<file path="config.mk">
export PLATFORM = sky130hd
export DESIGN_NAME = sa_ctrl_axil_slave
export DESIGN_NICKNAME = d
export VERILOG_FILES = /design/src/rtl/sa_ctrl_axil_slave.sv
export SDC_FILE = /design/constraint.sdc
export NUM_CORES = 1
export LEC_CHECK = 0
export BUFFER_PORTS_ARGS = -buffer_cell sky130_fd_sc_hd__buf_2
export CORE_MARGIN = 2
export CORE_UTILIZATION = 59
export CTS_CLUSTER_DIAMETER = 200
export DETAILED_ROUTE_END_ITERATION = 10
export GPL_TIMING_DRIVEN = 1
export PLACE_DENSITY_LB_ADDON = 0.12
export SETUP_SLACK_MARGIN = 0.05
export SYNTH_ARGS = -nofsm -noshare
export SYNTH_HDL_FRONTEND = slang
export SYNTH_SLANG_ARGS = --single-unit
</file>
<file path="constraint.sdc">
create_clock -name S_AXI_ACLK -period 3.2 [get_ports S_AXI_ACLK]
set_clock_uncertainty 0.05 [all_clocks]
set_input_delay 0.32 -clock S_AXI_ACLK [delete_from_list [all_inputs] [get_ports S_AXI_ACLK]]
set_output_delay 0.32 -clock S_AXI_ACLK [all_outputs]
set_load 0.05 [all_outputs]
</file>
<file path="src/rtl/sa_ctrl_axil_slave.sv">
// AXI4-Lite control/status slave for the systolic-array DMA pipeline.
// Decodes host writes into the start pulse, DMA bases and transfer sizes.
// Also captures busy/done/error status, counts busy cycles and drives a level IRQ.
module sa_ctrl_axil_slave #(
  parameter int unsigned C_S_AXI_ADDR_WIDTH = 5,
  parameter int unsigned C_S_AXI_DATA_WIDTH = 32,
  parameter logic [31:0] RST_NUM_TRANS      = 32'd16,
  parameter logic [31:0] RST_MAX_BLK        = 32'd2,
  parameter logic [31:0] VERSION            = 32'h0001_0000
) (
  input  logic                            S_AXI_ACLK,
  input  logic                            S_AXI_ARESETN,
  input  logic [C_S_AXI_ADDR_WIDTH-1:0]   S_AXI_AWADDR,
  input  logic [2:0]                      S_AXI_AWPROT,
  input  logic                            S_AXI_AWVALID,
  output logic                            S_AXI_AWREADY,
  input  logic [C_S_AXI_DATA_WIDTH-1:0]   S_AXI_WDATA,
  input  logic [C_S_AXI_DATA_WIDTH/8-1:0] S_AXI_WSTRB,
  input  logic                            S_AXI_WVALID,
  output logic                            S_AXI_WREADY,
  output logic [1:0]                      S_AXI_BRESP,
  output logic                            S_AXI_BVALID,
  input  logic                            S_AXI_BREADY,
  input  logic [C_S_AXI_ADDR_WIDTH-1:0]   S_AXI_ARADDR,
  input  logic [2:0]                      S_AXI_ARPROT,
  input  logic                            S_AXI_ARVALID,
  output logic                            S_AXI_ARREADY,
  output logic [C_S_AXI_DATA_WIDTH-1:0]   S_AXI_RDATA,
  output logic [1:0]                      S_AXI_RRESP,
  output logic                            S_AXI_RVALID,
  input  logic                            S_AXI_RREADY,
  output logic                            o_start,
  output logic [31:0]                     o_read_base_addr,
  output logic [31:0]                     o_write_base_addr,
  output logic [31:0]                     o_num_trans_param,
  output logic [31:0]                     o_max_blk_param,
  input  logic                            i_busy,
  input  logic                            i_done,
  input  logic                            i_error,
  output logic                            o_irq
);

  typedef enum logic [2:0] {
    REG_CTRL      = 3'd0,
    REG_STATUS    = 3'd1,
    REG_RD_BASE   = 3'd2,
    REG_WR_BASE   = 3'd3,
    REG_NUM_TRANS = 3'd4,
    REG_MAX_BLK   = 3'd5,
    REG_CYCLES    = 3'd6,
    REG_VERSION   = 3'd7
  } reg_e;

  localparam logic [1:0] RESP_OKAY   = 2'b00;
  localparam logic [1:0] RESP_SLVERR = 2'b10;

  // Write holding registers
  logic        aw_held_q, w_held_q;
  reg_e        awaddr_q;
  logic [31:0] wdata_q;
  logic [3:0]  wstrb_q;
  logic        bvalid_q;
  logic [1:0]  bresp_q;

  // Read response registers
  logic        rvalid_q;
  logic [31:0] rdata_q;
  logic [1:0]  rresp_q;
  logic [31:0] rdata_d;

  // Control/status state
  logic        start_q, irq_en_q, done_q, err_q, done_prev_q;
  logic [31:0] rd_base_q, wr_base_q, num_trans_q, max_blk_q, cycles_q;

  // Decode strobes
  logic aw_hs, w_hs, ar_hs, commit, sel_rw, drop_busy, start_acc;
  logic done_rise, done_clr, err_clr;

  logic unused_ok;
  assign unused_ok = ^{S_AXI_AWPROT, S_AXI_ARPROT, S_AXI_AWADDR[1:0], S_AXI_ARADDR[1:0]};

  function automatic logic [31:0] merge_bytes(input logic [31:0] old_v,
                                              input logic [31:0] new_v,
                                              input logic [3:0]  strb);
    logic [31:0] res;
    res = old_v;
    for (int unsigned i = 0; i < 4; i++) begin
      if (strb[i]) res[8*i +: 8] = new_v[8*i +: 8];
    end
    return res;
  endfunction

  // Ready flags are gated by reset so they drop immediately when reset asserts
  assign S_AXI_AWREADY = S_AXI_ARESETN & ~aw_held_q & ~bvalid_q;
  assign S_AXI_WREADY  = S_AXI_ARESETN & ~w_held_q  & ~bvalid_q;
  assign S_AXI_ARREADY = S_AXI_ARESETN & ~rvalid_q;

  // Handshake, commit and status-event decode
  always_comb begin
    aw_hs     = S_AXI_AWVALID & S_AXI_AWREADY;
    w_hs      = S_AXI_WVALID  & S_AXI_WREADY;
    ar_hs     = S_AXI_ARVALID & S_AXI_ARREADY;
    commit    = aw_held_q & w_held_q & ~bvalid_q;
    sel_rw    = (awaddr_q == REG_RD_BASE) || (awaddr_q == REG_WR_BASE) ||
                (awaddr_q == REG_NUM_TRANS) || (awaddr_q == REG_MAX_BLK);
    drop_busy = commit & sel_rw & i_busy;
    start_acc = commit & (awaddr_q == REG_CTRL) & wstrb_q[0] & wdata_q[0] &
                ~i_busy & ~start_q;
    done_clr  = commit & (awaddr_q == REG_STATUS) & wstrb_q[0] & wdata_q[1];
    err_clr   = commit & (awaddr_q == REG_STATUS) & wstrb_q[0] & wdata_q[2];
    done_rise = i_done & ~done_prev_q;
  end

  // Read mux: values sampled before the edge that captures them
  always_comb begin
    rdata_d = '0;
    case (reg_e'(S_AXI_ARADDR[4:2]))
      REG_CTRL:      rdata_d = {30'd0, irq_en_q, 1'b0};
      REG_STATUS:    rdata_d = {29'd0, err_q, done_q, i_busy};
      REG_RD_BASE:   rdata_d = rd_base_q;
      REG_WR_BASE:   rdata_d = wr_base_q;
      REG_NUM_TRANS: rdata_d = num_trans_q;
      REG_MAX_BLK:   rdata_d = max_blk_q;
      REG_CYCLES:    rdata_d = cycles_q;
      REG_VERSION:   rdata_d = VERSION;
    endcase
  end

  // Write channel: independent AW/W capture, commit, and B response
  always_ff @(posedge S_AXI_ACLK or negedge S_AXI_ARESETN) begin
    if (!S_AXI_ARESETN) begin
      aw_held_q <= 1'b0;
      w_held_q  <= 1'b0;
      awaddr_q  <= REG_CTRL;
      wdata_q   <= '0;
      wstrb_q   <= '0;
      bvalid_q  <= 1'b0;
      bresp_q   <= RESP_OKAY;
    end else begin
      if (aw_hs) begin
        aw_held_q <= 1'b1;
        awaddr_q  <= reg_e'(S_AXI_AWADDR[4:2]);
      end
      if (w_hs) begin
        w_held_q <= 1'b1;
        wdata_q  <= S_AXI_WDATA;
        wstrb_q  <= S_AXI_WSTRB;
      end
      if (commit) begin
        aw_held_q <= 1'b0;
        w_held_q  <= 1'b0;
        bvalid_q  <= 1'b1;
        bresp_q   <= drop_busy ? RESP_SLVERR : RESP_OKAY;
      end else if (bvalid_q && S_AXI_BREADY) begin
        bvalid_q <= 1'b0;
      end
    end
  end

  // Host-writable parameter registers and the one-cycle start pulse
  always_ff @(posedge S_AXI_ACLK or negedge S_AXI_ARESETN) begin
    if (!S_AXI_ARESETN) begin
      start_q     <= 1'b0;
      irq_en_q    <= 1'b0;
      rd_base_q   <= '0;
      wr_base_q   <= '0;
      num_trans_q <= RST_NUM_TRANS;
      max_blk_q   <= RST_MAX_BLK;
    end else begin
      start_q <= start_acc;
      if (commit && !drop_busy) begin
        case (awaddr_q)
          REG_CTRL:      if (wstrb_q[0]) irq_en_q <= wdata_q[1];
          REG_RD_BASE:   rd_base_q   <= merge_bytes(rd_base_q,   wdata_q, wstrb_q);
          REG_WR_BASE:   wr_base_q   <= merge_bytes(wr_base_q,   wdata_q, wstrb_q);
          REG_NUM_TRANS: num_trans_q <= merge_bytes(num_trans_q, wdata_q, wstrb_q);
          REG_MAX_BLK:   max_blk_q   <= merge_bytes(max_blk_q,   wdata_q, wstrb_q);
          default: ;
        endcase
      end
    end
  end

  // Sticky status and cycle counter; start clear beats set, set beats W1C
  always_ff @(posedge S_AXI_ACLK or negedge S_AXI_ARESETN) begin
    if (!S_AXI_ARESETN) begin
      done_prev_q <= 1'b0;
      done_q      <= 1'b0;
      err_q       <= 1'b0;
      cycles_q    <= '0;
    end else begin
      done_prev_q <= i_done;
      if (start_acc)      done_q <= 1'b0;
      else if (done_rise) done_q <= 1'b1;
      else if (done_clr)  done_q <= 1'b0;
      if (start_acc)      err_q <= 1'b0;
      else if (i_error)   err_q <= 1'b1;
      else if (err_clr)   err_q <= 1'b0;
      if (start_acc)                      cycles_q <= '0;
      else if (i_busy && cycles_q != '1)  cycles_q <= cycles_q + 32'd1;
    end
  end

  // Read channel: capture on AR handshake, hold until R handshake
  always_ff @(posedge S_AXI_ACLK or negedge S_AXI_ARESETN) begin
    if (!S_AXI_ARESETN) begin
      rvalid_q <= 1'b0;
      rdata_q  <= '0;
      rresp_q  <= RESP_OKAY;
    end else if (ar_hs) begin
      rvalid_q <= 1'b1;
      rdata_q  <= rdata_d;
      rresp_q  <= RESP_OKAY;
    end else if (rvalid_q && S_AXI_RREADY) begin
      rvalid_q <= 1'b0;
    end
  end

  assign S_AXI_BVALID      = bvalid_q;
  assign S_AXI_BRESP       = bresp_q;
  assign S_AXI_RVALID      = rvalid_q;
  assign S_AXI_RDATA       = rdata_q;
  assign S_AXI_RRESP       = rresp_q;
  assign o_start           = start_q;
  assign o_read_base_addr  = rd_base_q;
  assign o_write_base_addr = wr_base_q;
  assign o_num_trans_param = num_trans_q;
  assign o_max_blk_param   = max_blk_q;
  assign o_irq             = done_q & irq_en_q;

endmodule

</file>
==> summary.txt, run 1 <==
Floorplanning
  – Core area: 18,000 um^2
  – Chip height: 140 um
  – Die Width: 140 um
  – Initial Util: 0.602
  – Row count: 49
  – Die footprint: 19,500 um^2
  – Ports: 233

Power
  – Maximum VDD drop: 0.000887 V
  – Leakage power total: 6.72 nW
  – Design Power: 13.2 mW
  – Cell area power density: 966 nW/um^2

Critical path
  – Reg-to-reg endpoint: cycles_q[9]$_DFFE_PN0P_
  – Arrival time at the worst endpoint: 2.75 ns
  – Flop-to-flop setup slack: 0.81 ns
  – Critical path origin: S_AXI_BVALID$_DFFE_PN0P_
  – CP top delay family: simple AND/OR/NAND/NOR gates
  – Worst path required time: 3.56 ns
  – CP Class: reg -> reg
  – Reg2reg start: S_AXI_BVALID$_DFFE_PN0P_
  – Critical Path Max Stage Delay: 0.55 ns
  – Most frequent CP cell: nand2_1
  – Crit path capture type: flop
  – Worst R2R Path Depth: 7
  – Worst path cell trace: nand3b_1, nor4_1, nand2_1, inv_1, buf_4, or4_1, nand2_1
  – Startpoint type of the worst setup path: flop
  – CP max stage cell: nor4_1
  – CP bufs+invs: 2
  – CP max FO: 14

Hold path
  – Hold-critical path depth: 2
  – Hold Crit Start: S_AXI_WDATA[21]
  – Hold WC Path Type: in -> reg
  – Hold path endpoint: wdata_q[21]$_DFFE_PN0P_

Synth
  – Post-Syn Area: 10,900 um^2
  – Synth area leader: dfrtp_1
  – Post-synthesis cell count: 842
  – Yosys warns: 0
  – Proportion of synthesized chip area in sequential cells: 0.556
  – Yosys top cell area share: 0.551
  – Ys flop type: dfrtp_1
  – Post-synth ARST share: 1.00
  – Top post-synthesis cells by count: dfrtp_1 (239), mux2_2 (199), nand2_1 (46)
  – Synthesized flop and latch total: 241
  – EDFF count, synth: 0
  – Post-synth cell types: 57
  – Count leader, synth: dfrtp_1
  – Synth area leaders: dfrtp_1 (55%), mux2_2 (21%), a22o_1 (2.3%)
  – Mean Syn Cell Area: 12.9 um^2

Finish
  – # nets final: 1,180
  – Antenna cells: 0
  – Post-route cell area: 13,700 um^2
  – Final core utilization: 0.757
  – Fillers: 1,215
  – Area grow syn2layout: 25.7%
  – Share of cells above drive strength 1: 0.452
  – Final Non-Filler Cells: 1,365

CTS
  – Post-CTS setup buffer count: 0
  – CTS Buf Count: 26
  – TritonCTS clock tree: done
  – Clock transition at path regs: 0.06 ns
  – CTS Root Cell: clkbuf_16
  – CTS HTree Levels: 1
  – Clock latency on the worst-skew pair: 0.52 ns
  – CTS sink cnt: 241
  – Clock Tree Buf Depth: 3

GRT
  – Largest net degree at the start of global routing: 157
  – Total grt overflow: 0
  – Vias in the first global route: 8,375
  – First-pass GRT wire length: 47,400 um
  – Total GRT Usage: 0.307
  – Initial antenna violation count: 0

STA
  – Final WS setup: 0.810 ns
  – Final hold violation count: 0
  – RSZ-0062 raised after global routing: no
  – Fmax: 418 MHz
  – Final setup violation count: 0
  – Setup TNS: 0 ns
  – Transition time of the tightest slew-check pin: 0.849 ns
  – Hold Slack: 0.0113 ns
  – Minimum clock period: 2.39 ns
  – Slew Limit Fails: 0
  – Worst slew margin: 0.434
  – Final period utilization: 0.747

Placement
  – Post-placement cell area: 12,300 um^2
  – Gpl congestion: 0.913
  – DP Worst Slack: 0.829 ns
  – IO buf count: 219
  – Placed cells: 1,276
  – DPL Wire Length: 19,900 um

Outcome
  – Status: finished clean

Routing
  – WL final: 29,900 um
  – 1st-pass router iterations: 5
  – Vias per std cell: 6.17
  – Vias: 8,426
  – Drt wl/cell: 21.9 um
  – Number of routed nets with antenna violations: 0
  – Residual DRC count: 0
  – Initial detailed-routing violation count: 519

Job
  – Max Cap Viol: 0
## state kept, by name, summed over array words and instances, names as in the netlist, 3 cells and up
name               flops
wstrb_q                4
o_max_blk_param       32
awaddr_q               3
o_read_base_addr      32
o_num_trans_param     32
S_AXI_RDATA           32
cycles_q              32
o_write_base_addr     32
wdata_q               32
## layout make-up
cell class / count / area, um^2 / share of cell area
Clock inverter: 9 / 145 / 0.0106
Multi-Input combinational cell: 547 / 4600 / 0.337
Tap cell: 229 / 287 / 0.0210
Timing Repair Buffer: 292 / 1780 / 0.131
Clock buffer: 38 / 767 / 0.0562
Inverter: 9 / 33.8 / 0.00247
Sequential cell: 241 / 6030 / 0.442
## layer usage
metal  track usage  share of wire
met4        0.0979          0.033
met2         0.478           0.46
met1         0.442           0.43
met3        0.0561          0.080
met5             0              0
## power breakdown
group	internal [mW]	switching, mW
clock network	1.97	1.20
registers	4.03	0.954
logic	1.54	3.49
## layout by cell type (no fill, tap or decap), drive strengths merged, types with 11 or more instances in the layout
cell type    synthesis  final
nand3               21     21
a221oi              12     12
dfrtp              239    239
o211ai              11     11
a22o                29     29
mux2               199    199
o21ai               27     27
clkbuf              32     38
xnor2               13     13
a22oi               11     11
a222oi              17     17
nor2                35     35
o31ai               12     12
nand2               46     46
dlygate4sd3          0     42
a21oi               21     21
buf                 15    250
## worst max-delay path by stage
stage,end,slack (ns),cells past startpoint
2_1_floorplan,wdata_q[0]$_DFFE_PN0P_,0.32,7
3_3_place_gp,cycles_q[11]$_DFFE_PN0P_,0.88,7
3_5_place_dp,S_AXI_RDATA[20]$_DFFE_PN0P_,0.83,6
4_1_cts,cycles_q[9]$_DFFE_PN0P_,0.84,7
5_1_grt,cycles_q[11]$_DFFE_PN0P_,0.61,7
6_report,cycles_q[9]$_DFFE_PN0P_,0.81,7
## logic make-up after synthesis
group	after synthesis	share of synthesized area
AOI/OAI and AO/OA	158	0.116
and+or+nand+nor	164	0.0795
DFF	241	0.556
other	1	0.000345
adders and majority gates	1	0.00115
xor gates and xnor gates	18	0.0145
muxes	203	0.211
buffers and inverters	56	0.0217
## repair_timing
| item | 4_1_cts | 5_1_grt |
|---|---|---|
| endpoints found under the hold margin | 92 | 0 |
| hold buffers | 42 | 0 |
| resized for setup | 0 | 0 |
Note: power is estimated with default switching activity, not from simulation.
==> run 2: changes to the inputs <==
Settings changed: CORE_UTILIZATION 59 to 55.
Clock period 3.2 ns to 2.45 ns, I/O delays scaled along.
==> summary.txt, run 2 (synthesized netlist as in run 1, its figures left out) <==
Outcome
  – Status: finished clean (unchanged)

CTS
  – Clock latency on the worst-skew pair: 0.53 ns (was 0.52 ns)
  – Clock Tree Buf Depth: 3 (unchanged)
  – CTS Buf Count: 26 (unchanged)
  – Post-CTS setup buffer count: 0 (unchanged)
  – CTS sink cnt: 241 (unchanged)
  – Clock transition at path regs: 0.06 ns (about the same)
  – Post-CTS sizing: 0 (unchanged)
  – CTS HTree Levels: 1 (unchanged)
  – # hold bufs at CTS: 44 (was 42)
  – CTS Root Cell: clkbuf_16 (unchanged)
  – TritonCTS clock tree: done (unchanged)

GRT
  – Vias in the first global route: 8,288 (was 8,375)
  – Largest net degree at the start of global routing: 111 (was 157)
  – M2 GR Usage: 0.490 (was 0.478)
  – GR Util met1: 0.400 (was 0.442)
  – Top Usage Layer GRT: met2 (unchanged)
  – Total grt overflow: 0 (unchanged)
  – Met3 Use GR: 0.0434 (was 0.0561)
  – First-pass GRT wire length: 46,800 um (was 47,400 um)
  – Initial antenna violation count: 0 (unchanged)
  – Total GRT Usage: 0.292 (was 0.307)

Placement
  – Placed cells: 1,326 (was 1,276)
  – Gpl congestion: 0.872 (was 0.913)
  – Post-placement cell area: 12,500 um^2 (was 12,300 um^2)
  – IO buf count: 219 (unchanged)
  – DPL Wire Length: 20,700 um (was 19,900 um)

STA
  – Setup TNS: 0 ns (unchanged)
  – Minimum clock period: 2.25 ns (was 2.39 ns)
  – Final period utilization: 0.919 (was 0.747)
  – Final setup violation count: 0 (unchanged)
  – Final hold violation count: 0 (unchanged)
  – Transition time of the tightest slew-check pin: 1.08 ns (was 0.849 ns)
  – Hold Slack: 0.0310 ns (was 0.0113 ns)
  – Slew Limit Fails: 0 (unchanged)
  – RSZ-0062 raised after global routing: no (unchanged)
  – Fmax: 444 MHz (was 418 MHz)
  – Worst slew margin: 0.276 (was 0.434)

Floorplanning
  – Initial Util: 0.560 (was 0.602)
  – Die footprint: 20,900 um^2 (was 19,500 um^2)
  – Chip height: 144 um (was 140 um)
  – Ports: 233 (unchanged)
  – Row count: 51 (was 49)
  – Core area: 19,400 um^2 (was 18,000 um^2)
  – Die Width: 144 um (was 140 um)

Routing
  – Drt wl/cell: 21.5 um (was 21.9 um)
  – WL final: 30,500 um (was 29,900 um)
  – Number of routed nets with antenna violations: 0 (unchanged)
  – Vias: 8,448 (was 8,426)
  – Residual DRC count: 0 (unchanged)
  – 1st-pass router iterations: 5 (unchanged)
  – Vias per std cell: 5.97 (was 6.17)
  – Initial detailed-routing violation count: 470 (was 519)

Hold path
  – Hold WC Path Type: in -> reg (unchanged)
  – Hold-critical path depth: 3 (was 2)

Finish
  – Area grow syn2layout: 27.3% (was 25.7%)
  – Final core utilization: 0.713 (was 0.757)
  – # nets final: 1,196 (was 1,180)
  – Final Non-Filler Cells: 1,415 (was 1,365)
  – Post-route cell area: 13,800 um^2 (was 13,700 um^2)
  – Antenna cells: 0 (unchanged)
  – Share of cells above drive strength 1: 0.458 (was 0.452)
  – Most common cell after layout, fill and taps aside: dfrtp_1 (unchanged)
  – Commonest non-fill, non-tap cells in the layout: dfrtp_1 (239), buf_2 (218), mux2_2 (199), nand2_1 (46), dlygate4sd3_1 (44) (was dfrtp_1 (239), buf_2 (218), mux2_2 (199), nand2_1 (46), dlygate4sd3_1 (42))

Critical path
  – Crit path capture type: flop (unchanged)
  – Critical Path Max Stage Delay: 0.68 ns (was 0.55 ns)
  – CP max FO: 14 (unchanged)
  – CP Class: reg -> reg (unchanged)
  – Worst path required time: 2.82 ns (was 3.56 ns)
  – Startpoint type of the worst setup path: flop (unchanged)
  – Worst R2R Path Depth: 6 (was 7)
  – Worst path cell trace: nand4_1, or4_4, o31ai_2, buf_4, nor4_1, o21a_1 (was nand3b_1, nor4_1, nand2_1, inv_1, buf_4, or4_1, nand2_1)
  – Arrival time at the worst endpoint: 2.62 ns (was 2.75 ns)
  – CP max stage cell: or4_4 (was nor4_1)

Power
  – Cell area power density: 1230 nW/um^2 (was 966 nW/um^2)
  – Leakage power total: 6.78 nW (was 6.72 nW)
  – Maximum VDD drop: 0.000901 V (was 0.000887 V)

Job
  – Max Cap Viol: 0 (unchanged)
-- run 2: cell count changes in the layout (fill, tap and decap cells not counted), moves of 2 or more --
cell           previous run  this run
clkbuf_8                  5         8
clkinv_2                  5         2
bufinv_16                 4         2
buf_4                    29        41
dlygate4sd3_1            42        44
buf_12                    2         4
-- run 2: worst paths after layout --
check                                             from                                end  slack [ns]
min in group asynchronous                S_AXI_ARESETN  o_num_trans_param[28]$_DFFE_PN0P_        0.18
max reg2reg                    cycles_q[8]$_DFFE_PN0P_           cycles_q[14]$_DFFE_PN0P_        0.20
min reg2reg                S_AXI_RDATA[22]$_DFFE_PN0P_        S_AXI_RDATA[22]$_DFFE_PN0P_        0.42
max                            cycles_q[8]$_DFFE_PN0P_           cycles_q[14]$_DFFE_PN0P_        0.20
max in group asynchronous                S_AXI_ARESETN    o_read_base_addr[5]$_DFFE_PN0P_        0.99
min                                             i_busy            cycles_q[1]$_DFFE_PN0P_        0.03
-- run 2: power by group --
group	switching (mW)	total [mW]	internal, mW
Clock	1.53	3.98	2.45
Combinational	4.55	6.58	2.03
Sequential	1.23	6.49	5.27
-- run 2: worst max-delay path: cells and delay by family (launching register included) --
| kind | cells | cell delay [ns] |
|---|---|---|
| AO/OA/AOI/OAI | 2 | 0.42 |
| buffers and inverters | 1 | 0.24 |
| flip-flops | 1 | 0.45 |
| AND/OR/NAND/NOR | 3 | 0.99 |
-- run 2: cell type report --
type                       instances  area [um^2]
fill                            1461         5580
sequential                       241         6030
clock inverter                     4         70.1
multi-input combinational        547         4610
clock buffer                      41          808
timing repair buffer             308         1930
tap                              265          332
inverter                           9         33.8
-- run 2: layer usage --
metal | wire length, um | vias up | part of all wire
met5 | 0 | - | 0
met4 | 697 | 0 | 0.023
met3 | 1930 | 49 | 0.063
met2 | 15100 | 332 | 0.49
li1 | - | 3745 | -
met1 | 12800 | 4322 | 0.42
-- run 2: through the flow --
step / power [mW] / worst slack, ns
finish: 17.1 / 0.199
global route: 17.8 / 0.0587
CTS: 17.1 / 0.205
detailed placement: 13.1 / 0.203
global placement: 12.9 / 0.266
floorplan: 11.2 / -0.0168
